==> src/rtl/alu_result_collector.sv <==
// rtl/alu_result_collector.sv - collects ALU_TOP unit results into a first-word-fall-through FIFO
module alu_result_collector #(
    parameter int DATA_W = 16,
    parameter int DEPTH  = 4
) (
    input  logic                       clk,
    input  logic                       rst,
    input  logic                       alu_issue,
    input  logic [3:0]                 ALU_FUN,
    input  logic [DATA_W-1:0]          Arith_Out,
    input  logic [DATA_W-1:0]          Logic_Out,
    input  logic [DATA_W-1:0]          CMP_Out,
    input  logic [DATA_W-1:0]          Shift_Out,
    input  logic                       Arith_Flag,
    input  logic                       Logic_Flag,
    input  logic                       CMP_Flag,
    input  logic                       Shift_Flag,
    input  logic                       res_ready,
    input  logic                       err_clr,
    output logic                       res_valid,
    output logic [DATA_W-1:0]          res_data,
    output logic [3:0]                 res_fun,
    output logic [$clog2(DEPTH):0]     fifo_count,
    output logic                       issue_ready,
    output logic                       flag_err,
    output logic                       ovf_err,
    output logic [7:0]                 drop_cnt
);
    localparam int AW = $clog2(DEPTH);
    localparam logic [AW:0]   FULL_CNT  = (AW+1)'(DEPTH);
    localparam logic [AW+1:0] LIMIT_CNT = (AW+2)'(DEPTH);

    logic              pend_v;
    logic [3:0]        pend_fun;
    logic [DATA_W-1:0] mem_data [DEPTH];
    logic [3:0]        mem_fun  [DEPTH];
    logic [AW-1:0]     wr_ptr;
    logic [AW-1:0]     rd_ptr;
    logic [AW:0]       count;

    logic [DATA_W-1:0] sel_data;
    logic              sel_flag;
    logic              other_flags;
    logic              full;
    logic              pop;
    logic              push;
    logic              drop;
    logic              flag_event;

    // Route the unit addressed by the pending opcode; any other unit flag raised is a protocol error
    always_comb begin
        sel_data    = Arith_Out;
        sel_flag    = Arith_Flag;
        other_flags = Logic_Flag | CMP_Flag | Shift_Flag;
        case (pend_fun[3:2])
            2'b00: begin
                sel_data    = Arith_Out;
                sel_flag    = Arith_Flag;
                other_flags = Logic_Flag | CMP_Flag | Shift_Flag;
            end
            2'b01: begin
                sel_data    = Logic_Out;
                sel_flag    = Logic_Flag;
                other_flags = Arith_Flag | CMP_Flag | Shift_Flag;
            end
            2'b10: begin
                sel_data    = CMP_Out;
                sel_flag    = CMP_Flag;
                other_flags = Arith_Flag | Logic_Flag | Shift_Flag;
            end
            default: begin
                sel_data    = Shift_Out;
                sel_flag    = Shift_Flag;
                other_flags = Arith_Flag | Logic_Flag | CMP_Flag;
            end
        endcase
    end

    assign full       = (count == FULL_CNT);
    assign res_valid  = (count != '0);
    assign pop        = res_valid & res_ready;
    // A full FIFO still takes the new result when the head leaves on the same edge
    assign push       = pend_v & (~full | pop);
    assign drop       = pend_v & full & ~pop;
    assign flag_event = pend_v & (~sel_flag | other_flags);

    assign res_data    = res_valid ? mem_data[rd_ptr] : '0;
    assign res_fun     = res_valid ? mem_fun[rd_ptr]  : 4'b0000;
    assign fifo_count  = count;
    assign issue_ready = (({1'b0, count}) + (AW+2)'(pend_v)) < LIMIT_CNT;

    // Track the in-flight ALU operation, one cycle behind the issue
    always_ff @(posedge clk or posedge rst) begin
        if (rst) begin
            pend_v   <= 1'b0;
            pend_fun <= 4'b0000;
        end else begin
            pend_v   <= alu_issue;
            pend_fun <= ALU_FUN;
        end
    end

    // Result storage; contents are only observed through valid entries so no reset is needed
    always_ff @(posedge clk) begin
        if (push) begin
            mem_data[wr_ptr] <= sel_data;
            mem_fun[wr_ptr]  <= pend_fun;
        end
    end

    // FIFO pointers and occupancy; power-of-two depth makes pointer wrap implicit
    always_ff @(posedge clk or posedge rst) begin
        if (rst) begin
            wr_ptr <= '0;
            rd_ptr <= '0;
            count  <= '0;
        end else begin
            if (push) wr_ptr <= wr_ptr + AW'(1);
            if (pop)  rd_ptr <= rd_ptr + AW'(1);
            case ({push, pop})
                2'b10:   count <= count + (AW+1)'(1);
                2'b01:   count <= count - (AW+1)'(1);
                default: count <= count;
            endcase
        end
    end

    // Sticky error status; an error on the clearing edge survives the clear
    always_ff @(posedge clk or posedge rst) begin
        if (rst) begin
            flag_err <= 1'b0;
            ovf_err  <= 1'b0;
            drop_cnt <= 8'd0;
        end else begin
            flag_err <= flag_event | (flag_err & ~err_clr);
            ovf_err  <= drop | (ovf_err & ~err_clr);
            if (err_clr)
                drop_cnt <= drop ? 8'd1 : 8'd0;
            else if (drop && drop_cnt != 8'hFF)
                drop_cnt <= drop_cnt + 8'd1;
        end
    end
endmodule

==> config.mk <==
export PLATFORM = sky130hd
export DESIGN_NAME = alu_result_collector
export DESIGN_NICKNAME = d
export VERILOG_FILES = /design/src/rtl/alu_result_collector.sv
export SDC_FILE = /design/constraint.sdc
export NUM_CORES = 1
export LEC_CHECK = 0
export ABC_AREA = 1
export CAP_MARGIN = 30
export CORE_MARGIN = 4
export CORE_UTILIZATION = 45
export CTS_BUF_LIST = sky130_fd_sc_hd__clkbuf_8 sky130_fd_sc_hd__clkbuf_16
export DETAILED_ROUTE_END_ITERATION = 16
export PLACE_DENSITY = 0.76
export REMOVE_ABC_BUFFERS = 1
export SETUP_SLACK_MARGIN = 0.3
export SYNTH_ARGS = -nofsm -noshare
export SYNTH_HDL_FRONTEND = slang
export SYNTH_SLANG_ARGS = --single-unit
==> constraint.sdc <==
create_clock -name clk -period 1.8 [get_ports clk]
set_input_delay 0.18 -clock clk [delete_from_list [all_inputs] [get_ports clk]]
set_output_delay 0.18 -clock clk [all_outputs]
set_load 0.01 [all_outputs]
==> qor.csv <==
stage,metric,value,unit
clock_tree,clock tree from TritonCTS,built,
route,sum of routed wire segments on met1,5460,um
layout,Final Net Count,727,
synth,synthesized area per cell,9.90,um2
route,DRC viols,0,
clock_tree,clock tree root driver cell,clkbuf_8,
setup_path,maximum fanout along the worst path,5,
clock_tree,CTS hold repair buffers,0,
setup_path,worst path arrival time,1.61,ns
placed_design,number of input and output port buffers inserted,111,
setup_path,"Req. time, crit path",1.62,ns
hold_path,classification of the worst-slack hold path,in -> async,
die,CORE AREA,0.0103,mm2
setup_path,classification of the worst setup path,reg -> out,
route,detailed-route vias per instance,5.28,
synth,share of synthesized area occupied by flip-flops and latches,62.3,%
synth,total number of yosys warnings,0,
route,number of detailed-routing iterations run before antenna repair,5,
clock_tree,CTS Sinks,102,
clock_tree,clock latency at the later pin of the worst-skew pair,0.37,ns
flow_run,Max-cap violations,0,
timing,number of endpoints with negative hold slack in the final report,0,
grt,grt total ovfl,0,
timing,setup repair after global routing missed its margin,yes,
synth,number of distinct standard cells referenced by the synthesized netlist,26,
clock_tree,total CTS buffers,9,
route,Iteration-0 DRC Markers,262,
die,Initial Utilization,46.1,%
route,aggregate routed wire length,13700,um
clock_tree,buffer depth of the longest clock path,2,
layout,Area Overhead vs Synth,48.4,%
timing,transition time of the tightest slew-check pin,0.416,ns
timing,worst clock skew,0.00942,ns
timing,Tmin final,1.79,ns
pwr,areal power density over the cells,1330,mW/mm2
layout,layout cells sized above 1,27.6,%
timing,post-route clock period utilization,99.6,%
placed_design,estimated wirelength of the detail-placed design,8810,um
timing,max frequency,558,MHz
placed_design,total placed instance area,0.00623,mm2
layout,Final Non-Filler Cells,785,
layout,final cell area excluding filler cells,0.00704,mm2
die,standard-cell row count,37,
clock_tree,maximum level of the CTS H-tree,3,
timing,max-slew violation count,0,
route,met2 layer wire length in the routed design,7260,um
clock_tree,CTS clock-pin slew for the worst setup and hold paths,0.10,ns
die,width of the chip,111,um
route,Max Used Layer,met4,
die,Die Footprint,0.0122,mm2
die,Die Y-Extent,111,um
route,met3 layer wire length in the routed design,800,um
route,number of vias after detailed routing,4146,
grt,maximum number of pins on one net before global-route repair,23,
timing,worst slew margin relative to its limit,72.2,%
synth,Mapped Cells,479,
die,Ports,112,
layout,final standard cell utilization of the core,68.5,%
route,Final ANT Viol Nets,0,
pwr,Pleak,2.84,nW
placed_design,setup slack at placement,-0.0136,ns
timing,final setup margin,0.00773,ns
setup_path,launching element type of the critical path,flip-flop,
synth,Yosys reg bits,102,
pwr,largest vdd supply drop,0.570,mV
placed_design,Inst Count DP,738,
synth,post-synthesis instance area,0.00474,mm2
layout,number of antenna repair diodes,0,
grt,Total Routing Usage GR,20.9,%
status,outcome,"finished, final reports clean",
grt,via count of the first global-routing pass,4173,
grt,first-pass GRT wire length,20700,um
route,detailed-route wire length per cell,17.5,um
placed_design,final weighted congestion in routability-driven placement,0.865,
grt,antenna violations before repair,0,
setup_path,crit end category,output port,
timing,count of endpoints failing setup in the final report,0,
[cells by family after synthesis]
logic type | Yosys count | synth area share, %
buffers and inverters | 51 | 4.49
adder cells (fa/ha/maj) | 6 | 1.74
AND/OR/NAND/NOR | 239 | 22.3
XOR/XNOR | 6 | 1.11
AO/OA/AOI/OAI | 75 | 8.05
flip-flops | 102 | 62.3
[flip-flops by register name (all words and copies together), names as in the netlist]
register	count
mem_data	64
mem_fun	16
drop_cnt	8
pend_fun	4
fifo_count	3
rd_ptr	2
wr_ptr	2
flag_err	1
ovf_err	1
pend_v	1
[metal layers]
metal | vias to the layer above | global-route usage, %
met4 | 0 | 7.31
met2 | 163 | 36.8
met3 | 23 | 3.23
met5 | - | 0
li1 | 1965 | -
met1 | 1995 | 26.3
[worst max-delay path, cell delays in order (launching register included)]
cell,delay (ns)
dfrtp_2,0.40
buf_6,0.14
buf_6,0.14
nor2_4,0.04
nor2_2,0.13
o21ai_1,0.09
a21oi_2,0.16
buf_2,0.15
[path summary, 6_finish.rpt]
path                          startpoint             end  slack (ns)  cells past startpoint
min in group clk              ALU_FUN[2]     pend_fun[2]        0.24                      1
setup / recovery               rd_ptr[0]     res_data[0]       0.008                      7
setup reg to reg           fifo_count[0]  mem_data[2][5]        0.13                      7
hold reg to reg                  ovf_err         ovf_err        0.51                      2
max in group asynchronous            rst          pend_v        1.40                      3
hold / removal                       rst     drop_cnt[7]        0.15                      3
[layout make-up]
type,instances,area (um2)
repair buffers,175,1750
flip-flops and latches,102,2960
well taps,136,170
inverters,30,138
fillers,725,3240
clock inverters,7,53.8
clock buffers,9,124
multi-input cells,326,1840
[stage by stage]
step                total power [W]  TNS, ns  hold slack (ns)
detailed placement          0.00721  -0.0266            0.490
finish                      0.00939        0            0.148
global route                0.00990   -0.511            0.214
floorplan                   0.00506   -20.22            0.169
CTS                         0.00861        0            0.158
global placement            0.00708        0            0.475
[power breakdown]
part	switching, W	internal (W)
clock	0.000817	0.000521
sequential	0.000219	0.00307
combinational	0.00257	0.00218
[cell usage after synthesis]
cell type,number,area share [%]
or2_1,1,0.13
nor2_4,4,0.95
buf_1,2,0.16
inv_2,8,0.63
clkbuf_1,6,0.48
xor2_1,6,1.1
o21ai_1,8,0.84
nand4_4,1,0.45
a21oi_1,25,2.6
fa_1,1,0.42
dfrtp_1,22,12
nand3_1,30,3.2
buf_2,11,1.2
buf_4,2,0.32
o21ai_0,40,4.2
inv_1,22,1.7
nand4_1,18,2.4
nand2_1,85,6.7
nand2_2,2,0.26
edfxtp_1,80,51
o21ai_2,1,0.18
nand2_4,1,0.24
nor2_8,1,0.42
o31ai_1,1,0.16
nor2_1,96,7.6
ha_1,5,1.3
[repair_timing]
item / 4_1_cts / 5_1_grt
setup endpoints to repair: 117 / 170
gates resized for setup: 128 / 129
setup buffers: 15 / 8
pin swaps: 14 / 47
cloned: 5 / 3
[layout by cell type (no fill, tap or decap), types with 5 or more instances in the layout]
| cell | netlist | layout |
|---|---|---|
| nor2_2 | 0 | 22 |
| nand2_2 | 2 | 5 |
| nand3_1 | 30 | 26 |
| dlymetal6s2s_1 | 0 | 5 |
| xor2_1 | 6 | 5 |
| dlygate4sd2_1 | 0 | 5 |
| inv_1 | 22 | 19 |
| nor2_4 | 4 | 16 |
| dfrtp_2 | 0 | 5 |
| clkdlybuf4s50_1 | 0 | 79 |
| clkbuf_8 | 0 | 9 |
| buf_2 | 11 | 20 |
| nand4_1 | 18 | 18 |
| a21oi_1 | 25 | 21 |
| buf_6 | 0 | 26 |
| nand2_1 | 85 | 81 |
| o21ai_0 | 40 | 7 |
| o21ai_1 | 8 | 39 |
| edfxtp_1 | 80 | 80 |
| inv_2 | 8 | 6 |
| buf_4 | 2 | 26 |
| nor2_1 | 96 | 62 |
| buf_8 | 0 | 5 |
| dfrtp_1 | 22 | 17 |
No activity file was read; power rests on OpenSTA's default activity.
